File: config.mk
export PLATFORM = sky130hd
export DESIGN_NAME = pow5_bcd_converter
export DESIGN_NICKNAME = d
export VERILOG_FILES = /design/src/rtl/pow5_bcd_converter.sv
export SDC_FILE = /design/constraint.sdc
export NUM_CORES = 1
export LEC_CHECK = 0
export ABC_AREA = 1
export CAP_MARGIN = 10
export CORE_MARGIN = 5
export CORE_UTILIZATION = 57
export DETAILED_ROUTE_END_ITERATION = 16
export PLACE_DENSITY = 0.8
export SLEW_MARGIN = 5
export SYNTH_ARGS = -nofsm -noshare
export SYNTH_HDL_FRONTEND = slang
export SYNTH_SLANG_ARGS = --single-unit
File: constraint.sdc
create_clock -name clk -period 2.4 [get_ports clk]
set_input_delay 0.24 -clock clk [delete_from_list [all_inputs] [get_ports clk]]
set_output_delay 0.24 -clock clk [all_outputs]
set_load 0.02 [all_outputs]
File: src/rtl/pow5_bcd_converter.sv
// pow5_bcd_converter: iterative double-dabble binary-to-BCD converter
// with a one-entry pending buffer and a saturating drop counter.
module pow5_bcd_converter #(
    parameter int w_in     = 40,
    parameter int n_digits = 13,
    parameter int w_digit  = 8
) (
    input  logic                    clk,
    input  logic                    rst_n,
    input  logic                    in_valid,
    input  logic [w_in-1:0]         in_data,
    output logic [4*n_digits-1:0]   bcd,
    output logic                    out_valid,
    output logic                    overflow,
    output logic                    busy,
    output logic [7:0]              drop_cnt
);

    localparam int w_cnt = $clog2(w_in + 1);

    typedef enum logic [1:0] {
        IDLE,
        SHIFT,
        DONE
    } state_t;

    state_t                  state;
    state_t                  state_nxt;
    logic [4*n_digits-1:0]   acc;
    logic [4*n_digits-1:0]   acc_adj;
    logic [w_in-1:0]         opnd;
    logic [w_cnt-1:0]        bit_cnt;
    logic                    cnt_last;
    logic                    pend_valid;
    logic [w_in-1:0]         pend_data;
    logic                    start_pend;
    logic                    start_in;
    logic                    pend_wr;
    logic                    pend_drop;
    logic                    shift_en;
    logic                    finish;

    assign cnt_last = (bit_cnt == w_cnt'(w_in));
    assign busy     = (state != IDLE);

    // State register
    always_ff @(posedge clk or negedge rst_n) begin
        if (!rst_n) begin
            state <= IDLE;
        end else begin
            state <= state_nxt;
        end
    end

    // Next state and per-cycle control strobes
    always_comb begin
        state_nxt  = state;
        start_pend = 1'b0;
        start_in   = 1'b0;
        pend_wr    = 1'b0;
        pend_drop  = 1'b0;
        shift_en   = 1'b0;
        finish     = 1'b0;
        unique case (state)
            IDLE: begin
                if (in_valid) begin
                    start_in  = 1'b1;
                    state_nxt = SHIFT;
                end
            end
            SHIFT: begin
                if (cnt_last) begin
                    state_nxt = DONE;
                end else begin
                    shift_en = 1'b1;
                end
                pend_wr   = in_valid;
                pend_drop = in_valid & pend_valid;
            end
            DONE: begin
                finish = 1'b1;
                if (pend_valid) begin
                    start_pend = 1'b1;
                    pend_wr    = in_valid;
                    state_nxt  = SHIFT;
                end else if (in_valid) begin
                    start_in  = 1'b1;
                    state_nxt = SHIFT;
                end else begin
                    state_nxt = IDLE;
                end
            end
            default: begin
                state_nxt = IDLE;
            end
        endcase
    end

    // Add-3 correction on every digit >= 5, each digit independent
    always_comb begin
        acc_adj = acc;
        for (int i = 0; i < n_digits; i++) begin
            acc_adj[4*i +: 4] = acc[4*i +: 4] +
                ((acc[4*i +: 4] >= 4'd5) ? 4'd3 : 4'd0);
        end
    end

    // Conversion engine: load operand, then shift one bit per cycle
    always_ff @(posedge clk or negedge rst_n) begin
        if (!rst_n) begin
            acc     <= '0;
            opnd    <= '0;
            bit_cnt <= '0;
        end else if (start_pend) begin
            acc     <= '0;
            opnd    <= pend_data;
            bit_cnt <= '0;
        end else if (start_in) begin
            acc     <= '0;
            opnd    <= in_data;
            bit_cnt <= '0;
        end else if (shift_en) begin
            acc     <= {acc_adj[4*n_digits-2:0], opnd[w_in-1]};
            opnd    <= {opnd[w_in-2:0], 1'b0};
            bit_cnt <= bit_cnt + 1'b1;
        end
    end

    // Result registers, updated only when leaving DONE
    always_ff @(posedge clk or negedge rst_n) begin
        if (!rst_n) begin
            bcd       <= '0;
            overflow  <= 1'b0;
            out_valid <= 1'b0;
        end else begin
            out_valid <= finish;
            if (finish) begin
                bcd      <= acc;
                overflow <= |acc[4*n_digits-1:4*w_digit];
            end
        end
    end

    // Pending slot: latest arrival wins while a conversion is running
    always_ff @(posedge clk or negedge rst_n) begin
        if (!rst_n) begin
            pend_valid <= 1'b0;
            pend_data  <= '0;
        end else if (pend_wr) begin
            pend_valid <= 1'b1;
            pend_data  <= in_data;
        end else if (start_pend) begin
            pend_valid <= 1'b0;
        end
    end

    // Count overwritten pending operands, saturating at 255
    always_ff @(posedge clk or negedge rst_n) begin
        if (!rst_n) begin
            drop_cnt <= '0;
        end else if (pend_drop && (drop_cnt != 8'hFF)) begin
            drop_cnt <= drop_cnt + 8'd1;
        end
    end

endmodule

==> results.txt, run 1 <==
Status = complete, no violations
R2R depth = 9
Power Dens Cells = 1030 nW/µm²
Post-synth top flop = dfrtp_1
Hold slack = 0.288 ns
DRT Pass-1 Iters = 5
Via count = 8,194
Post-DP HPWL = 14,600 µm
Clock root buffer = clkbuf_16
Post-Syn Area = 9960 µm²
WP buf/inv = 4
CTS buffer count = 22
CP delay by family, top = buffers and inverters
Seq/Total Area, Yosys = 0.510
Peak VDD IR = 0.000726 V
Chip width = 142 µm
Num ports = 106
N_diodes = 0
All-Layer GR Usage = 0.231
DIE HEIGHT = 142 µm
Count of final hold-check violations = 0
Setup bufs post-CTS = 0
Drt via density = 5.35
CTS tree = done
Skew-Pair Late Insertion Delay = 0.50 ns
Min Tclk post-route = 2.24 ns
Yosys warns = 0
WP data arrival = 2.64 ns
Setup-failing EPs final = 0
Fmax = 447 MHz
WS Path Type = register to register
Post-synthesis async set-or-reset flop share = 1.00
Crit share post-route = 0.933
Simple-gate share of the synthesized area = 0.237
Final Skew = 0.0138 ns
Detail Route Antenna Nets = 0
Worst path slowest cell = dfrtp_1
Synth top area share = 0.510
Ranking of synthesized cells by area = dfrtp_1, nand2_1, nand3_1, o21ai_0, inv_1
DRC viols = 0
Multi-input logic area = 4150 µm²
Largest net degree at the start of global routing = 91
Fin Setup TNS = 0 ns
HP Class = input port to async pin
Total congestion overflow = 0
CP Max Fanout = 26
Mapped Cells = 1,197
Drt wl/cell = 14.8 µm
I/O Buffers = 105
Element type at the critical path start = register
Req. time, crit path = 2.80 ns
Synth unique cells = 28
GP Congestion = 0.830
Mux contribution to synthesized area = 0
Biggest cell delay along the critical path = 0.43 ns
CP cell instances = inv_1 -> ha_1 -> nand2_4 -> buf_4 -> inv_2 -> o211ai_4 -> buf_6 -> nor2_1 -> a21oi_1
Cell Rows = 48
Biggest area consumer among synthesized cells = dfrtp_1
Total power = 12.4 mW
Nets@finish = 1,381
Layout area overhead = 21.1%
Max Slew Vio Count = 0
Largest family of logic cells by synthesized area = simple AND/OR/NAND/NOR gates
First-pass GRT wire length = 39,200 µm
Post-Syn Area per Cell = 8.32 µm²
Drt total wl = 22,700 µm
XOR/XNOR Fraction of Synth Area = 0.0281
Crit. End Element = register
Initial Utilization = 0.578
Layout fillers = 1,287
CTS sink cnt = 203
Unrepaired setup endpoints after global routing = no
Register area = 5080 µm²
CP Depth = 9
Post-synth EDFFs = 0
Total Die Area = 20,200 µm²
Slew at the pin with the worst max-slew slack = 0.592 ns
Clock slew at reported path FFs = 0.06 ns
Initial antenna violation count = 0
Maxcap violations = 0
CTS Buffer Depth = 3
Synth Area in Compound Gates = 0.0828
Synthesized Nets = 1,286
Vias in the first global route = 8,206
Detailed Route Iter0 Violations = 530
Slew headroom = 0.606
Post-layout util = 0.700
Core area = 17,200 µm²
Leakage = 5.88 nW
H-tree levels = 1
Synthesized flop and latch total = 203
Post-Synth Adder-Cell Area = 0.0676
Share of cells above drive strength 1 = 0.0612
==> where the power goes <==
group / total [mW] / internal [mW] / leakage [nW] / switching, mW
Combinational: 4.30 / 1.49 / 2.88 / 2.81
Clock: 3.47 / 2.12 / 0.375 / 1.35
Sequential: 4.62 / 4.21 / 2.62 / 0.408
Total: 12.4 / 7.82 / 5.88 / 4.58
==> state kept, by name, summed over array words and instances (netlist names) <==
name and cells:
pend_data 40, opnd 40, pend_valid 1, drop_cnt 8
acc 52, bcd 52, out_valid 1, overflow 1
bit_cnt 6, state 2
==> cells in the final DEF (no fill, tap or decap) <==
| cell type | n |
|---|---|
| inv_2 | 6 |
| fa_1 | 13 |
| nand3_1 | 139 |
| clkinvlp_4 | 1 |
| nand3_2 | 1 |
| nand2_2 | 1 |
| nand3b_1 | 1 |
| nor2_1 | 55 |
| clkbuf_16 | 23 |
| buf_4 | 16 |
| nand4_1 | 2 |
| or2_2 | 6 |
| clkinv_2 | 6 |
| bufinv_16 | 2 |
| o211ai_4 | 1 |
| a21oi_1 | 45 |
| a31o_2 | 1 |
| clkdlybuf4s50_1 | 104 |
| nand2_4 | 1 |
| buf_6 | 1 |
| buf_12 | 7 |
| dlygate4sd3_1 | 1 |
| ha_1 | 33 |
| xnor2_1 | 12 |
| nor3_1 | 6 |
| o21ai_1 | 13 |
| xor2_1 | 20 |
| nand2_1 | 357 |
| inv_1 | 119 |
| o21a_1 | 1 |
| dfrtp_1 | 203 |
| clkbuf_1 | 3 |
| o21ai_0 | 101 |
| nor2_2 | 1 |
| clkbuf_8 | 6 |
==> metal layers <==
layer | global-route usage | routed length (µm)
met3 | 0.0349 | 1370
met4 | 0.0657 | 513
met1 | 0.322 | 9920
met2 | 0.380 | 10900
met5 | 0 | 0
==> metrics by stage <==
| stage | std cells | area, µm² | setup slack (ns) |
|---|---|---|---|
| after floorplan | 1197 | 9960 | 0.560 |
| after global placement | 1492 | 11300 | 0.276 |
| after detailed placement | 1492 | 11300 | 0.212 |
| after CTS | 1533 | 12100 | 0.138 |
| after global routing | 1533 | 12100 | 0.00319 |
| final | 1533 | 12100 | 0.161 |
==> what timing repair did <==
action,CTS,global route
hold buffers,1,0
endpoints found under the hold margin,57,0
gates resized for setup,0,1
setup endpoints to repair,0,8
==> cell usage after synthesis (12+ instances only) <==
cell type	count
buf_2	26
clkbuf_1	26
nand2_1	357
ha_1	33
nor2_1	55
fa_1	13
nand3_1	139
inv_1	119
o21ai_0	101
dfrtp_1	203
o21ai_1	13
xnor2_1	12
a21oi_1	45
xor2_1	20
==> final timing paths <==
path                                  start       endpoint  slack (ns)
worst max-delay path               state[0]  pend_data[38]        0.16
worst min register to register      bcd[44]        bcd[44]        0.48
max in group asynchronous             rst_n      out_valid        1.42
worst max register to register     state[0]  pend_data[38]        0.16
min in group clk                in_data[39]  pend_data[39]        0.34
worst min-delay path                  rst_n        bcd[23]        0.29
==> final cells by class <==
| cell class | instances | area share |
|---|---|---|
| clock buffers | 31 | 0.0543 |
| clock inverters | 9 | 0.00809 |
| inverters | 125 | 0.0389 |
| multi-input cells | 810 | 0.344 |
| flip-flops and latches | 203 | 0.421 |
| well taps | 225 | 0.0233 |
| repair buffers | 130 | 0.111 |
==> logic make-up (layout without fill, tap and decap cells) <==
kind of cell / Yosys count / count (layout)
simple gates: 570 / 570
flops: 203 / 203
buf+inv: 184 / 295
compound gates: 162 / 162
fa+ha+maj: 46 / 46
xor+xnor: 32 / 32
No activity file was read; power rests on OpenSTA's default activity.
==> run 2: changes to the inputs <==
--- a/config.mk
+++ b/config.mk
@@ -10,7 +10,7 @@
 export CORE_MARGIN = 5
 export CORE_UTILIZATION = 57
 export DETAILED_ROUTE_END_ITERATION = 16
-export PLACE_DENSITY = 0.8
+export PLACE_DENSITY_LB_ADDON = 0.08
 export SLEW_MARGIN = 5
 export SYNTH_ARGS = -nofsm -noshare
 export SYNTH_HDL_FRONTEND = slang
==> run 2 against run 1 <==
- final cell count down 0.26%
- clock-buffer cell count rose by 1
- first-iteration DRC count is 8.1% higher
- sequential share of layout area increased by 0.28 points
- critical path type is now register to output port
- largest power group unchanged
==> results.txt, run 2 (synthesized netlist as in run 1, its figures left out) <==
Setup-failing EPs final = 0 (unchanged)
WP data arrival = 1.95 ns (-0.69 ns)
Most frequent cells in the layout = nand2_1, dfrtp_1, nand3_1, inv_1, clkdlybuf4s50_1
Clock slew at reported path FFs = 0.06 ns (about the same)
First-pass GRT wire length = 37,400 µm (-4.5%)
Power Dens Cells = 1020 nW/µm² (-1.2%)
Nets@finish = 1,379 (-0.14%)
Unrepaired setup endpoints after global routing = no
Total congestion overflow = 0 (unchanged)
Detail Route Antenna Nets = 0 (unchanged)
H-tree levels = 1 (unchanged)
Req. time, crit path = 2.16 ns (-0.64 ns)
Min Tclk post-route = 2.19 ns (-0.0519 ns)
GP Congestion = 0.818 (-1.4%)
Post-DP HPWL = 14,000 µm (-4.0%)
CTS tree = done
Initial antenna violation count = 0 (unchanged)
Most common cell after layout, fill and taps aside = nand2_1
DRT Pass-1 Iters = 6 (+1)
CTS buffer count = 22 (unchanged)
Final Skew = 0.0172 ns (+0.00342 ns)
CP Max Fanout = 5 (-81%)
Biggest cell delay along the critical path = 0.63 ns (+0.20 ns)
Num ports = 106 (unchanged)
Status = complete, no violations
Clock root buffer = clkbuf_16
Via count = 7,952 (-3.0%)
Drt via density = 5.20 (-2.7%)
Max Slew Vio Count = 0 (unchanged)
I/O Buffers = 105 (unchanged)
Post-layout util = 0.696 (-0.00465)
Total power = 12.2 mW (-1.8%)
Crit. End Element = output port
Vias in the first global route = 7,728 (-5.8%)
Layout area overhead = 20.3%
Fin Setup TNS = 0 ns (unchanged)
Fmax = 457 MHz (+2.4%)
Skew-Pair Late Insertion Delay = 0.50 ns (about the same)
Initial Utilization = 0.578 (unchanged)
Core area = 17,200 µm² (unchanged)
Peak VDD IR = 0.000905 V (+25%)
HP Class = input port to async pin
Detailed Route Iter0 Violations = 573 (+8.1%)
All-Layer GR Usage = 0.221 (-0.0103)
Drt total wl = 21,800 µm (-4.1%)
WS Path Type = register to output port
Total Die Area = 20,200 µm² (unchanged)
Drt wl/cell = 14.3 µm (-3.9%)
CTS sink cnt = 203 (unchanged)
Maxcap violations = 0 (unchanged)
Crit share post-route = 0.911 (-0.0216)
Slew headroom = 0.660 (+0.0548)
DIE HEIGHT = 142 µm (unchanged)
Largest net degree at the start of global routing = 91 (unchanged)
Fin area = 12,000 µm² (-0.66%)
Post_cts resized = 0 (unchanged)
Share of cells above drive strength 1 = 0.0575 (-0.00365)
Count of final hold-check violations = 0 (unchanged)
Leakage = 5.84 nW (-0.66%)
N_diodes = 0 (unchanged)
Cell Rows = 48 (unchanged)
Worst path slowest cell = clkdlybuf4s50_1
Element type at the critical path start = register
Slew at the pin with the worst max-slew slack = 0.510 ns (-0.0822 ns)
Critical Path Most Common Cell = inv_1
Largest regs = acc: 52 flops, bcd: 52 flops
CTS Buffer Depth = 3 (unchanged)
Layout fillers = 1,381 (+7.3%)
DP Area = 11,300 µm² (-0.35%)
Chip width = 142 µm (unchanged)
CP cell instances = inv_1 -> ha_1 -> inv_1 -> clkdlybuf4s50_1
DRC viols = 0 (unchanged)
==> run 2: worst paths after layout <==
check                           start  cells after the start           end  slack [ns]
setup reg to reg             state[0]                     10      opnd[18]        0.29
setup / recovery             state[0]                      4          busy        0.21
min in group clk           in_data[0]                      3  pend_data[0]        0.33
max in group asynchronous       rst_n                      3       opnd[3]        1.46
hold / removal                  rst_n                      2       bcd[25]        0.28
hold reg to reg               bcd[28]                      2       bcd[28]        0.47
==> run 2: final cells by class <==
type	count	area [µm²]	area share
sequential	203	5080	0.424
multi-input combinational	810	4150	0.346
timing repair buffer	128	1290	0.108
clock buffer	32	659	0.0550
inverter	125	469	0.0391
tap	225	282	0.0235
clock inverter	6	57.6	0.00480
==> run 2: repair_timing <==
| item | 4_1_cts | 5_1_grt |
|---|---|---|
| hold buffers | 1 | 0 |
| endpoints found under the setup margin | 0 | 0 |
| setup buffers | 0 | 0 |
| hold endpoints to repair | 55 | 0 |
==> run 2: metal layers <==
layer,global-route usage,vias to the layer above,part of all wire
li1,-,3981,-
met1,0.307,3761,0.46
met2,0.373,181,0.48
met3,0.0296,29,0.044
met4,0.0485,0,0.016
met5,0,-,0
==> run 2: critical path: cells and delay by family, from the launching register on <==
family / cells / cell delay, ns
flip-flops: 1 / 0.41
adder cells (fa/ha/maj): 1 / 0.21
buffers and inverters: 3 / 0.81
==> run 2: where the power goes <==
part	internal (mW)	total, mW	switching, mW
Clock	2.01	3.35	1.35
Sequential	4.21	4.61	0.398
Combinational	1.43	4.20	2.77
==> run 2: stage by stage <==
step | instances | setup WS, ns | hold WS [ns]
detailed placement | 1490 | 0.187 | 0.262
CTS | 1529 | 0.184 | 0.304
floorplan | 1197 | 0.560 | -0.0556
global route | 1529 | 0.108 | 0.337
finish | 1529 | 0.213 | 0.283
global placement | 1490 | 0.270 | 0.259
==> run 3: changes to the inputs <==
--- a/config.mk
+++ b/config.mk
@@ -10,7 +10,7 @@
 export CORE_MARGIN = 5
 export CORE_UTILIZATION = 57
 export DETAILED_ROUTE_END_ITERATION = 16
-export PLACE_DENSITY_LB_ADDON = 0.08
+export PLACE_DENSITY = 0.79
 export SLEW_MARGIN = 5
 export SYNTH_ARGS = -nofsm -noshare
 export SYNTH_HDL_FRONTEND = slang
==> run 3 against run 2 <==
- worst setup slack about the same
- worst hold slack is essentially flat
- critical path depth unchanged
- combinational power rose by 1%
- clock skew down 0.0089 ns
- via count rose by 3.3%
- routed wire length grew 3.0%
- die area is the same
- highest routed layer unchanged
- final cell count unchanged
- non-clock buffer count increased by 1
- sequential share of layout area shrank 0.15 points
==> results.txt, run 3 (synthesized netlist as in run 1, its figures left out) <==
CP cell instances = inv_1 -> ha_1 -> inv_1 -> clkdlybuf4s50_1
Req. time, crit path = 2.16 ns (about the same)
Total Die Area = 20,200 µm² (unchanged)
Hold slack = 0.283 ns (+0.000277 ns)
Biggest cell delay along the critical path = 0.63 ns (about the same)
Maxcap violations = 0 (unchanged)
Worst path slowest cell = clkdlybuf4s50_1
Most common cell after layout, fill and taps aside = nand2_1
Detail Route Antenna Nets = 0 (unchanged)
Clock slew at reported path FFs = 0.06 ns (about the same)
GP Congestion = 0.823 (+0.57%)
Largest net degree at the start of global routing = 91 (unchanged)
Share of cells above drive strength 1 = 0.0583 (+0.000767)
Register area = 5080 µm² (unchanged)
Detailed Route Iter0 Violations = 622 (+8.6%)
Most frequent cells in the layout = nand2_1, dfrtp_1, nand3_1, inv_1, clkdlybuf4s50_1
R2R Setup Slk = 0.33 ns (+0.04 ns)
Skew-Pair Late Insertion Delay = 0.50 ns (about the same)
Drt via density = 5.37 (+3.3%)
Multi-input logic area = 4150 µm² (unchanged)
DRC viols = 0 (unchanged)
CTS tree = done
I/O Buffers = 105 (unchanged)
CP Depth = 4 (unchanged)
WP data arrival = 1.95 ns (about the same)
Power Dens Cells = 1030 nW/µm² (+1.3%)
CTS sink cnt = 203 (unchanged)
Clock power share = 0.284 (+0.008)
P_sw = 4.54 mW (+0.50%)
CTS buffer count = 22 (unchanged)
CP delay by family, top = buffers and inverters
HP Class = input port to async pin
Core area = 17,200 µm² (unchanged)
Logic gate share of total power = 0.343 (-0.002)
Status = complete, no violations
Chip width = 142 µm (unchanged)
Sequential power share = 0.373 (-0.006)
Drt wl/cell = 14.7 µm (+3.0%)
Final Skew = 0.00828 ns (-0.00891 ns)
All-Layer GR Usage = 0.229 (+0.00816)
Post-layout util = 0.698 (+0.00247)
Crit share post-route = 0.911 (about the same)
Post-DP HPWL = 14,400 µm (+3.0%)
Slew headroom = 0.642 (-0.0183)
Crit. End Element = output port
Unrepaired setup endpoints after global routing = no
Fmax = 457 MHz (about the same)
Drt total wl = 22,400 µm (+3.0%)
Sw frac = 0.367 (-0.00440)
Initial Utilization = 0.578 (unchanged)
N_diodes = 0 (unchanged)
WS Path Type = register to output port
WP buf/inv = 3 (unchanged)
CTS Buffer Depth = 3 (unchanged)
Slew at the pin with the worst max-slew slack = 0.537 ns (+0.0274 ns)
Clock root buffer = clkbuf_16
Setup-failing EPs final = 0 (unchanged)
Layout area overhead = 20.8%
Largest regs = acc: 52 flops, bcd: 52 flops
Via count = 8,218 (+3.3%)
RR Startpoint = state[0]
DP Area = 11,300 µm² (about the same)
DRT Pass-1 Iters = 5 (-1)
Vias in the first global route = 8,173 (+5.8%)
Max Slew Vio Count = 0 (unchanged)
H-tree levels = 1 (unchanged)
Int Pwr = 7.84 mW (+2.4%)
Leakage = 5.86 nW (+0.39%)
Min Tclk post-route = 2.19 ns (-0.000182 ns)
CP Max Fanout = 5 (unchanged)
Element type at the critical path start = register
Critical Path Most Common Cell = inv_1
Initial antenna violation count = 0 (unchanged)
R2R depth = 10 (unchanged)
Post_cts resized = 0 (unchanged)
Count of final hold-check violations = 0 (unchanged)
First-pass GRT wire length = 38,700 µm (+3.4%)
Num ports = 106 (unchanged)
DIE HEIGHT = 142 µm (unchanged)
Fin area = 12,000 µm² (+0.36%)
Reg-to-reg endpoint = opnd[12]
Cell Rows = 48 (unchanged)
Layout fillers = 1,339 (-3.0%)
Nets@finish = 1,380 (+0.073%)
Fin Setup TNS = 0 ns (unchanged)
Peak VDD IR = 0.000642 V (-29%)
Total congestion overflow = 0 (unchanged)
## run 3: power by group through the flow
stage	Clock, mW	Combinational, mW	Sequential (mW)
2_1_floorplan	0	2.98	4.65
3_3_place_gp	0	4.11	4.64
3_5_place_dp	0	4.23	4.65
4_1_cts	3.56	4.27	4.61
5_1_grt	3.72	4.80	4.70
6_report	3.52	4.25	4.61
## run 3: repair_timing
action	CTS	global route
setup buffers	0	0
hold endpoints to repair	57	0
hold buffers	1	0
## run 3: area by class of cell
type | instances | area share
well taps | 225 | 0.0234
inverters | 125 | 0.0390
multi-input cells | 810 | 0.345
repair buffers | 129 | 0.108
clock inverters | 7 | 0.00915
clock buffers | 30 | 0.0533
flip-flops and latches | 203 | 0.422
## run 3: per-layer routing
metal | GRT usage | vias up | wire, µm
met5 | 0 | - | 0
met4 | 0.0631 | 0 | 444
met3 | 0.0286 | 38 | 1180
met2 | 0.379 | 203 | 10700
met1 | 0.322 | 3994 | 10100
li1 | - | 3983 | -
## run 3: worst max-delay path by stage
stage	start	endpoint	slack, ns
after floorplan	acc[41]	acc[43]	0.56
after detailed placement	acc[32]	acc[34]	0.38
after global placement	acc[32]	acc[34]	0.44
final	state[0]	busy	0.21
after global routing	state[0]	busy	0.14
after CTS	state[0]	busy	0.20
## run 3: metrics by stage
stage | cells | setup WS [ns] | power, mW
2_1_floorplan | 1197 | 0.560 | 7.63
3_3_place_gp | 1491 | 0.444 | 8.75
3_5_place_dp | 1491 | 0.384 | 8.88
4_1_cts | 1529 | 0.202 | 12.4
5_1_grt | 1529 | 0.143 | 13.2
6_report | 1529 | 0.213 | 12.4
